<file path="src/rtl/rf_alu_sequencer.sv">
// rf_alu_sequencer
//   Multi-cycle controller that runs one MIPS R-type instruction at a time on
//   an external register-file/ALU datapath. It accepts an instruction, drives
//   the read addresses and function code (EXEC), captures the ALU result and
//   Zero flag, then writes the result back to rd with a one-cycle RegWrite
//   pulse (WB). A non-zero opcode takes the ERR path and pulses done+illegal.
//
//   Optional feature macro: RF_ALU_SEQ_R0_GUARD_EN
//     defined   -> a writeback to rd==0 is suppressed (RegWrite stays 0);
//                  done still pulses and result/zero_out still update.
//     undefined -> rd==0 is written like any other register.
//
// Ports
//   clock, reset_n           rising-edge clock, async active-low reset
//   instr_valid/instr        instruction offer and 32-bit word
//   instr_ready              high while IDLE
//   Read1/Read2/FuncCode     rs/rt/funct to the datapath (EXEC only, else 0)
//   ALUOp                    ALUOP_RTYPE in EXEC, else 0
//   ALUOut/Zero              datapath ALU result and zero flag
//   WriteReg/WriteData       rd and data for writeback (WB only, else 0)
//   RegWrite                 register-file write enable (WB only)
//   busy                     instruction in flight
//   done/illegal             completion pulse / illegal-opcode pulse
//   result/zero_out          last captured ALU result and Zero
module rf_alu_sequencer #(
  parameter int         REG_AW      = 6,
  parameter int         DATA_W      = 32,
  parameter logic [1:0] ALUOP_RTYPE = 2'b10
) (
  input  logic              clock,
  input  logic              reset_n,
  input  logic              instr_valid,
  input  logic [31:0]       instr,
  output logic              instr_ready,
  output logic [REG_AW-1:0] Read1,
  output logic [REG_AW-1:0] Read2,
  output logic [5:0]        FuncCode,
  output logic [1:0]        ALUOp,
  input  logic [DATA_W-1:0] ALUOut,
  input  logic              Zero,
  output logic [REG_AW-1:0] WriteReg,
  output logic [DATA_W-1:0] WriteData,
  output logic              RegWrite,
  output logic              busy,
  output logic              done,
  output logic              illegal,
  output logic [DATA_W-1:0] result,
  output logic              zero_out
);

  typedef enum logic [1:0] {IDLE, EXEC, WB, ERR} state_t;

  state_t              state_q;
  logic [4:0]          rd_q;      // destination kept from the latched instruction
  logic [REG_AW-1:0]   rd1_q, rd2_q, wreg_q;
  logic [5:0]          func_q;
  logic [1:0]          aluop_q;
  logic [DATA_W-1:0]   wdata_q, result_q;
  logic                regwr_q, done_q, ill_q, rdy_q, busy_q, zero_q;

  // shamt is architecturally ignored by R-type ALU ops.
  logic unused_shamt;
  assign unused_shamt = ^instr[10:6];

  function automatic logic [REG_AW-1:0] zx(input logic [4:0] f);
    zx      = '0;
    zx[4:0] = f;
  endfunction

  // All outputs are registered; each state's outputs are loaded on the edge
  // that enters it so they are valid for the whole cycle.
  always_ff @(posedge clock or negedge reset_n) begin
    if (!reset_n) begin
      state_q  <= IDLE;
      rd_q     <= '0;
      rd1_q    <= '0;
      rd2_q    <= '0;
      func_q   <= '0;
      aluop_q  <= '0;
      wreg_q   <= '0;
      wdata_q  <= '0;
      regwr_q  <= 1'b0;
      done_q   <= 1'b0;
      ill_q    <= 1'b0;
      rdy_q    <= 1'b1;
      busy_q   <= 1'b0;
      result_q <= '0;
      zero_q   <= 1'b0;
    end else begin
      case (state_q)
        IDLE: begin
          if (instr_valid) begin
            rd_q   <= instr[15:11];
            rdy_q  <= 1'b0;
            busy_q <= 1'b1;
            if (instr[31:26] == 6'd0) begin
              state_q <= EXEC;
              rd1_q   <= zx(instr[25:21]);
              rd2_q   <= zx(instr[20:16]);
              func_q  <= instr[5:0];
              aluop_q <= ALUOP_RTYPE;
            end else begin
              state_q <= ERR;
              done_q  <= 1'b1;
              ill_q   <= 1'b1;
            end
          end
        end
        EXEC: begin
          state_q  <= WB;
          result_q <= ALUOut;
          zero_q   <= Zero;
          rd1_q    <= '0;
          rd2_q    <= '0;
          func_q   <= '0;
          aluop_q  <= '0;
          wreg_q   <= zx(rd_q);
          wdata_q  <= ALUOut;   // same value that lands in result
          done_q   <= 1'b1;
`ifdef RF_ALU_SEQ_R0_GUARD_EN
          regwr_q  <= (rd_q != 5'd0);
`else
          regwr_q  <= 1'b1;
`endif
        end
        WB, ERR: begin
          state_q <= IDLE;
          wreg_q  <= '0;
          wdata_q <= '0;
          regwr_q <= 1'b0;
          done_q  <= 1'b0;
          ill_q   <= 1'b0;
          rdy_q   <= 1'b1;
          busy_q  <= 1'b0;
        end
        default: state_q <= IDLE;
      endcase
    end
  end

  assign instr_ready = rdy_q;
  assign Read1       = rd1_q;
  assign Read2       = rd2_q;
  assign FuncCode    = func_q;
  assign ALUOp       = aluop_q;
  assign WriteReg    = wreg_q;
  assign WriteData   = wdata_q;
  assign RegWrite    = regwr_q;
  assign busy        = busy_q;
  assign done        = done_q;
  assign illegal     = ill_q;
  assign result      = result_q;
  assign zero_out    = zero_q;

endmodule

</file>
<file path="config.mk">
export PLATFORM = sky130hd
export DESIGN_NAME = rf_alu_sequencer
export DESIGN_NICKNAME = d
export VERILOG_FILES = /design/src/rtl/rf_alu_sequencer.sv
export SDC_FILE = /design/constraint.sdc
export NUM_CORES = 1
export LEC_CHECK = 0
export CORE_ASPECT_RATIO = 0.8
export CORE_UTILIZATION = 40
export DETAILED_ROUTE_END_ITERATION = 8
export HOLD_SLACK_MARGIN = 0.15
export PLACE_DENSITY = 0.76
export SLEW_MARGIN = 20
export SYNTH_ARGS = -nofsm -noshare
export SYNTH_HDL_FRONTEND = slang
export SYNTH_SLANG_ARGS = --single-unit
</file>
<file path="constraint.sdc">
create_clock -name clock -period 2.1 [get_ports clock]
set_input_delay 0.21 -clock clock [delete_from_list [all_inputs] [get_ports clock]]
set_output_delay 0.21 -clock clock [all_outputs]
set_load 0.01 [all_outputs]
</file>
==> results of run 1 <==
-- where the power goes --
group | internal [µW] | leakage, µW | switching [µW]
Sequential | 2460 | 0.00126 | 293
Clock | 925 | 0.000143 | 688
Combinational | 1420 | 0.00112 | 956
Total | 4810 | 0.00252 | 1940
-- cell usage in the layout (no fill, tap or decap), types with 4 or more instances in the layout --
| master | n |
|---|---|
| buf_4 | 10 |
| clkbuf_16 | 9 |
| clkdlybuf4s50_1 | 153 |
| conb_1 | 4 |
| dfrtp_1 | 97 |
| mux2_2 | 38 |
| mux2i_1 | 37 |
| nand2_1 | 16 |
| nand3_1 | 16 |
| nor2_1 | 42 |
| o22ai_1 | 18 |
-- flip-flops by register name, summed over array words and instances, names as in the netlist --
| name | flops |
|---|---|
| ALUOp | 1 |
| FuncCode | 6 |
| Read1 | 5 |
| Read2 | 5 |
| RegWrite | 1 |
| WriteData | 32 |
| WriteReg | 5 |
| busy | 1 |
| done | 1 |
| illegal | 1 |
| instr_ready | 1 |
| rd_q | 5 |
| result | 32 |
| state_q | 2 |
| zero_out | 1 |
-- final cells by class --
class	count	area, µm²
clock buffer	10	229
clock inverter	6	65.1
tap	115	144
fill	767	3400
multi-input combinational	181	1320
timing repair buffer	166	1660
sequential	99	2480
inverter	3	11.3
-- worst max-delay path by stage --
stage,start,end,slack [ns]
2_1_floorplan,state_q[1],FuncCode[3],0.59
3_3_place_gp,instr_valid,rd_q[3],0.38
3_5_place_dp,instr_valid,rd_q[2],0.33
4_1_cts,instr_ready,instr_ready,0.45
5_1_grt,state_q[1],result[20],0.39
6_report,instr_ready,instr_ready,0.46
-- metal layers --
| layer | vias up | GRT usage |
|---|---|---|
| met3 | 9 | 0.0933 |
| met4 | 0 | 0.0647 |
| met1 | 1446 | 0.247 |
| met5 | - | 0 |
| li1 | 1342 | - |
| met2 | 118 | 0.315 |
-- cells by family (layout without fill, tap and decap cells) --
| group | Yosys count | count (layout) | share of synthesized area |
|---|---|---|---|
| other | 1 | 4 | 0.000952 |
| buffers and inverters | 28 | 185 | 0.0385 |
| AND/OR/NAND/NOR | 81 | 81 | 0.0953 |
| multiplexers | 75 | 75 | 0.203 |
| flip-flops | 99 | 99 | 0.629 |
| AO/OA/AOI/OAI | 21 | 21 | 0.0330 |
-- stage by stage --
stage          hold WS, ns  cell area (µm²)  setup slack [ns]  power, µW
4_1_cts              0.432             5910             0.446       6840
3_3_place_gp         0.244             5600             0.378       5110
6_report             0.427             5910             0.463       6740
3_5_place_dp         0.253             5600             0.331       5180
2_1_floorplan      -0.0856             3950             0.593       3760
5_1_grt              0.446             5910             0.389       7120
-- timing repair --
item,4_1_cts,5_1_grt
setup endpoints to repair,0,0
hold endpoints to repair,42,0
hold buffers,1,0
==> impl_metrics.csv, run 1 <==
group,metric,value,unit
status,status,"finished, final reports clean",
global_routing,grt_util_all_layers,0.201,
die,ios,164,
critical_path,timing.rr.end,"result[20]",
yosys,synth_top_area_share,0.623,
die,initial_core_util,0.423,
critical_path,crit_cells,1,
critical_path,path_buf_inv,1,
sta,period_needed,1.64,ns
critical_path,cp_cell_sequence,"clkdlybuf4s50_1",
clocking,cts_max_level,3,
sta,final_hold_viol_count,0,
route,wirelength,9760,µm
critical_path,r2r_slack,0.47,ns
sta,slew_headroom,0.605,
critical_path,critPathLaunchType,"flop",
critical_path,worst_ep_arrival_time,1.43,ns
final_layout,post-route-util,0.635,
clocking,post_cts.repair.setup_buffers,0,
route,drt_iter0_markers,153,
die,coreArea,0.00931,mm²
clocking,clock_latency,0.34,ns
die,fp.dieW,113,µm
final_layout,final_nets,528,
global_routing,grt_pass1_wl,16000,µm
die,fp-row-count,31,
yosys,seq_area_frac_synth,0.629,
placed_design,hpwl,6700,µm
global_routing,grt_pass1_vias,3123,
critical_path,crit_type,"reg2out",
final_layout,drive_above_1_share,0.155,
die,die_h,90.7,µm
critical_path,crit_path_end_kind,"output pin",
yosys,async_flop_share,1.00,
sta,finalMaxSlewViolations,0,
critical_path,r2r_cells,3,
power,ir_worst_vdd,0.722,mV
final_layout,stdcell_count,580,
clocking,clock-sinks,99,
yosys,yosys_most_used_dff,"dfrtp_1",
critical_path,cp.required,1.89,ns
route,drtAntennaViolNets,0,
global_routing,gr-total-overflow,0,
sta,final.setup.tns,0,ns
sta,rsz0062_at_grt,"no",
route,first_pass_iters,4,
yosys,synth_edf_count,0,
yosys,yosysTopAreaCell,"dfrtp_1",
yosys,synth_area_per_cell,12.9,µm²
yosys,syn_area,0.00394,mm²
critical_path,critical-path-top-delay-family,"buffers and inverters",
sta,finClkSkew,0.00350,ns
yosys,ys_ff_latch,99,
power,powerDensity,1140,mW/mm²
yosys,yosys_warnings,0,
sta,fin_crit_sh,0.780,
global_routing,antenna_found_initial,0,
yosys,yosys-top-cells-count,"98 x dfrtp_1, 42 x nor2_1, 38 x mux2_2, 37 x mux2i_1, 18 x o22ai_1",
route,vias,2915,
route,wirelength_met1,4110,µm
die,die_area,0.0102,mm²
sta,tightest_slew,0.593,ns
critical_path,max_stage_delay,0.56,ns
sta,fmaxAchievable,0.611,GHz
route,wl_met3,991,µm
route,wl_per_cell,16.8,µm
critical_path,slowest_stage,"clkdlybuf4s50_1",
critical_path,crit_fanout,2,
route,route.detailed.drc,0,
global_routing,grt_max_degree,46,
route,dr_wl_met2,4580,µm
clocking,cts-resized-gates,0,
route,top_layer,"met4",
final_layout,n_antenna_cell,0,
placed_design,portBuffers,154,
critical_path,timing.rr.start,"state_q[1]",
route,drt-vias-per-instance,5.03,
power,p_leak,0.00252,µW
yosys,synth_cells,305,
placed_design,globalplace.congestion,0.755,
flow_run,drv_cap,0,
yosys,synthTopCellsByArea,"dfrtp_1 62%, mux2_2 11%, mux2i_1 9.4%",
clocking,clk_path_buf_depth,2,
clocking,clk_pin_slew,0.07,ns
final_layout,area_growth,50.0,%
yosys,synth.distinct_cells,23,
yosys,synth.most_common_cell,"dfrtp_1",
sta,setup_viol,0,
clocking,cts_tree,"yes",
clocking,cts_buffers,9,
min_path,holdCritPathClass,"in2async",
clocking,root_buffer,"clkbuf_16",
placed_design,place_inst,563,
(Power assumes the default switching activity.)
==> inputs of run 2 (changes only) <==
==> constraint.sdc (replaced) <==
create_clock -name clock -period 1.6 [get_ports clock]
set_input_delay 0.16 -clock clock [delete_from_list [all_inputs] [get_ports clock]]
set_output_delay 0.16 -clock clock [all_outputs]
set_load 0.01 [all_outputs]
==> run 2 against run 1 <==
  * Critical path depth unchanged
  * Power grew 31%
  * Utilization rose by 0.30 points
  * Via count up 0.75%
  * Non-clock buffer count up 2
  * Die area is the same
  * Routed wire length is 2.0% higher
==> impl_metrics.csv, run 2 (same netlist as run 1, synthesis figures left out) <==
group,metric,value,unit
status,status,"finished, final reports clean",
clocking,clock_latency,0.34,ns
die,coreArea,0.00931,mm²
sta,fin_crit_sh,0.895,
critical_path,r2r_cells,3,
route,drt_iter0_markers,136,
final_layout,post-route-util,0.638,
power,p_leak,0.00254,µW
route,dr_wl_met2,4600,µm
global_routing,grt_max_degree,43,
clocking,clk_path_buf_depth,2,
global_routing,grt_util_all_layers,0.210,
sta,final_hold_viol_count,0,
flow_run,drv_cap,0,
critical_path,max_stage_delay,0.58,ns
critical_path,cp.required,1.44,ns
critical_path,slowest_stage,"clkdlybuf4s50_1",
final_layout,final_common_cell,"clkdlybuf4s50_1",
die,die_h,90.7,µm
global_routing,antenna_found_initial,0,
min_path,holdCritPathClass,"in2async",
final_layout,n_antenna_cell,0,
route,route.detailed.drc,0,
critical_path,timing.rr.start,"state_q[0]",
clocking,cts_buffers,9,
placed_design,globalplace.congestion,0.757,
clocking,post_cts.repair.setup_buffers,0,
global_routing,gr-total-overflow,0,
critical_path,path_buf_inv,1,
sta,fmaxAchievable,0.699,GHz
clocking,cts_tree,"yes",
sta,period_needed,1.43,ns
sta,tightest_slew,0.634,ns
critical_path,timing.rr.end,"WriteReg[0]",
route,first_pass_iters,4,
global_routing,grt_pass1_vias,3238,
clocking,clock-sinks,99,
route,wl_per_cell,17.2,µm
sta,finClkSkew,0.00302,ns
critical_path,r2r_slack,0.17,ns
placed_design,portBuffers,154,
clocking,clk_pin_slew,0.06,ns
power,powerDensity,1490,mW/mm²
sta,setup_viol,0,
route,top_layer,"met4",
power,ir_worst_vdd,0.995,mV
critical_path,critical-path-top-delay-family,"buffers and inverters",
die,initial_core_util,0.423,
route,drtAntennaViolNets,0,
sta,holdWs,0.308,ns
critical_path,crit_fanout,2,
placed_design,hpwl,6900,µm
die,fp-row-count,31,
final_layout,area_growth,50.7,%
critical_path,critPathLaunchType,"flop",
final_layout,drive_above_1_share,0.155,
sta,final.setup.tns,0,ns
route,wirelength_met1,4160,µm
sta,slew_headroom,0.577,
route,vias,2937,
critical_path,crit_type,"reg2out",
sta,rsz0062_at_grt,"no",
critical_path,crit_path_end_kind,"output pin",
critical_path,startpoint,"WriteReg[0]",
final_layout,final_nets,530,
critical_path,cp_cell_sequence,"clkdlybuf4s50_1",
sta,finalMaxSlewViolations,0,
die,ios,164,
route,drt-vias-per-instance,5.06,
die,die_area,0.0102,mm²
route,wirelength,9950,µm
clocking,cts_max_level,3,
die,fp.dieW,113,µm
route,wl_met3,1090,µm
critical_path,worst_ep_arrival_time,1.27,ns
global_routing,grt_pass1_wl,16600,µm
final_layout,final_cell_mix,"152 x clkdlybuf4s50_1, 97 x dfrtp_1, 42 x nor2_1, 38 x mux2_2, 37 x mux2i_1",
clocking,root_buffer,"clkbuf_16",
-- run 2: metrics by stage --
step | instance area [µm²] | cells | setup WS [ns] | power, µW
after floorplan | 3950 | 308 | 0.0927 | 4930
final | 5930 | 580 | 0.169 | 8850
after CTS | 5930 | 580 | 0.139 | 8970
after global placement | 5640 | 565 | -0.0501 | 6730
after global routing | 5930 | 580 | 0.0769 | 9340
after detailed placement | 5640 | 565 | -0.0632 | 6820
-- run 2: timing repair --
action	4_1_cts	5_1_grt
hold endpoints to repair	61	0
hold buffers	1	0
endpoints found under the setup margin	1	0
resized for setup	1	0
-- run 2: worst max path at each step --
stage	depth (start not counted)	to	slack (ns)
CTS	3	WriteReg[0]	0.14
detailed placement	5	rd_q[0]	-0.06
finish	1	WriteReg[0]	0.17
floorplan	6	FuncCode[3]	0.09
global placement	5	rd_q[2]	-0.05
global route	3	WriteReg[0]	0.08
-- run 2: report_power, final --
group / switching (µW) / internal [µW] / leakage [µW] / total [µW]
sequential: 385 / 3230 / 0.00126 / 3620
clock: 864 / 1230 / 0.000141 / 2100
combinational: 1270 / 1870 / 0.00114 / 3140
total: 2510 / 6340 / 0.00254 / 8850
-- run 2: layer usage --
metal  vias up  track usage
li1       1349            -
met1      1440        0.256
met2       135        0.334
met3        13       0.0980
met4         0       0.0614
met5         -            0
-- run 2: cell type report --
type                       instances  area (µm²)
inverter                           3        11.3
fill                             738        3370
timing repair buffer             168        1700
sequential                        99        2480
clock inverter                     3        40.0
tap                              115         144
multi-input combinational        181        1320
clock buffer                      11         243
==> inputs of run 3 (changes only) <==
--- a/config.mk
+++ b/config.mk
@@ -8,7 +8,7 @@
 export CORE_ASPECT_RATIO = 0.8
 export CORE_UTILIZATION = 40
 export DETAILED_ROUTE_END_ITERATION = 8
-export HOLD_SLACK_MARGIN = 0.15
+export HOLD_SLACK_MARGIN = 0.02
 export PLACE_DENSITY = 0.76
 export SLEW_MARGIN = 20
 export SYNTH_ARGS = -nofsm -noshare
==> results of run 3 <==
Final layout, timing and power as in run 2 (identical DEF).
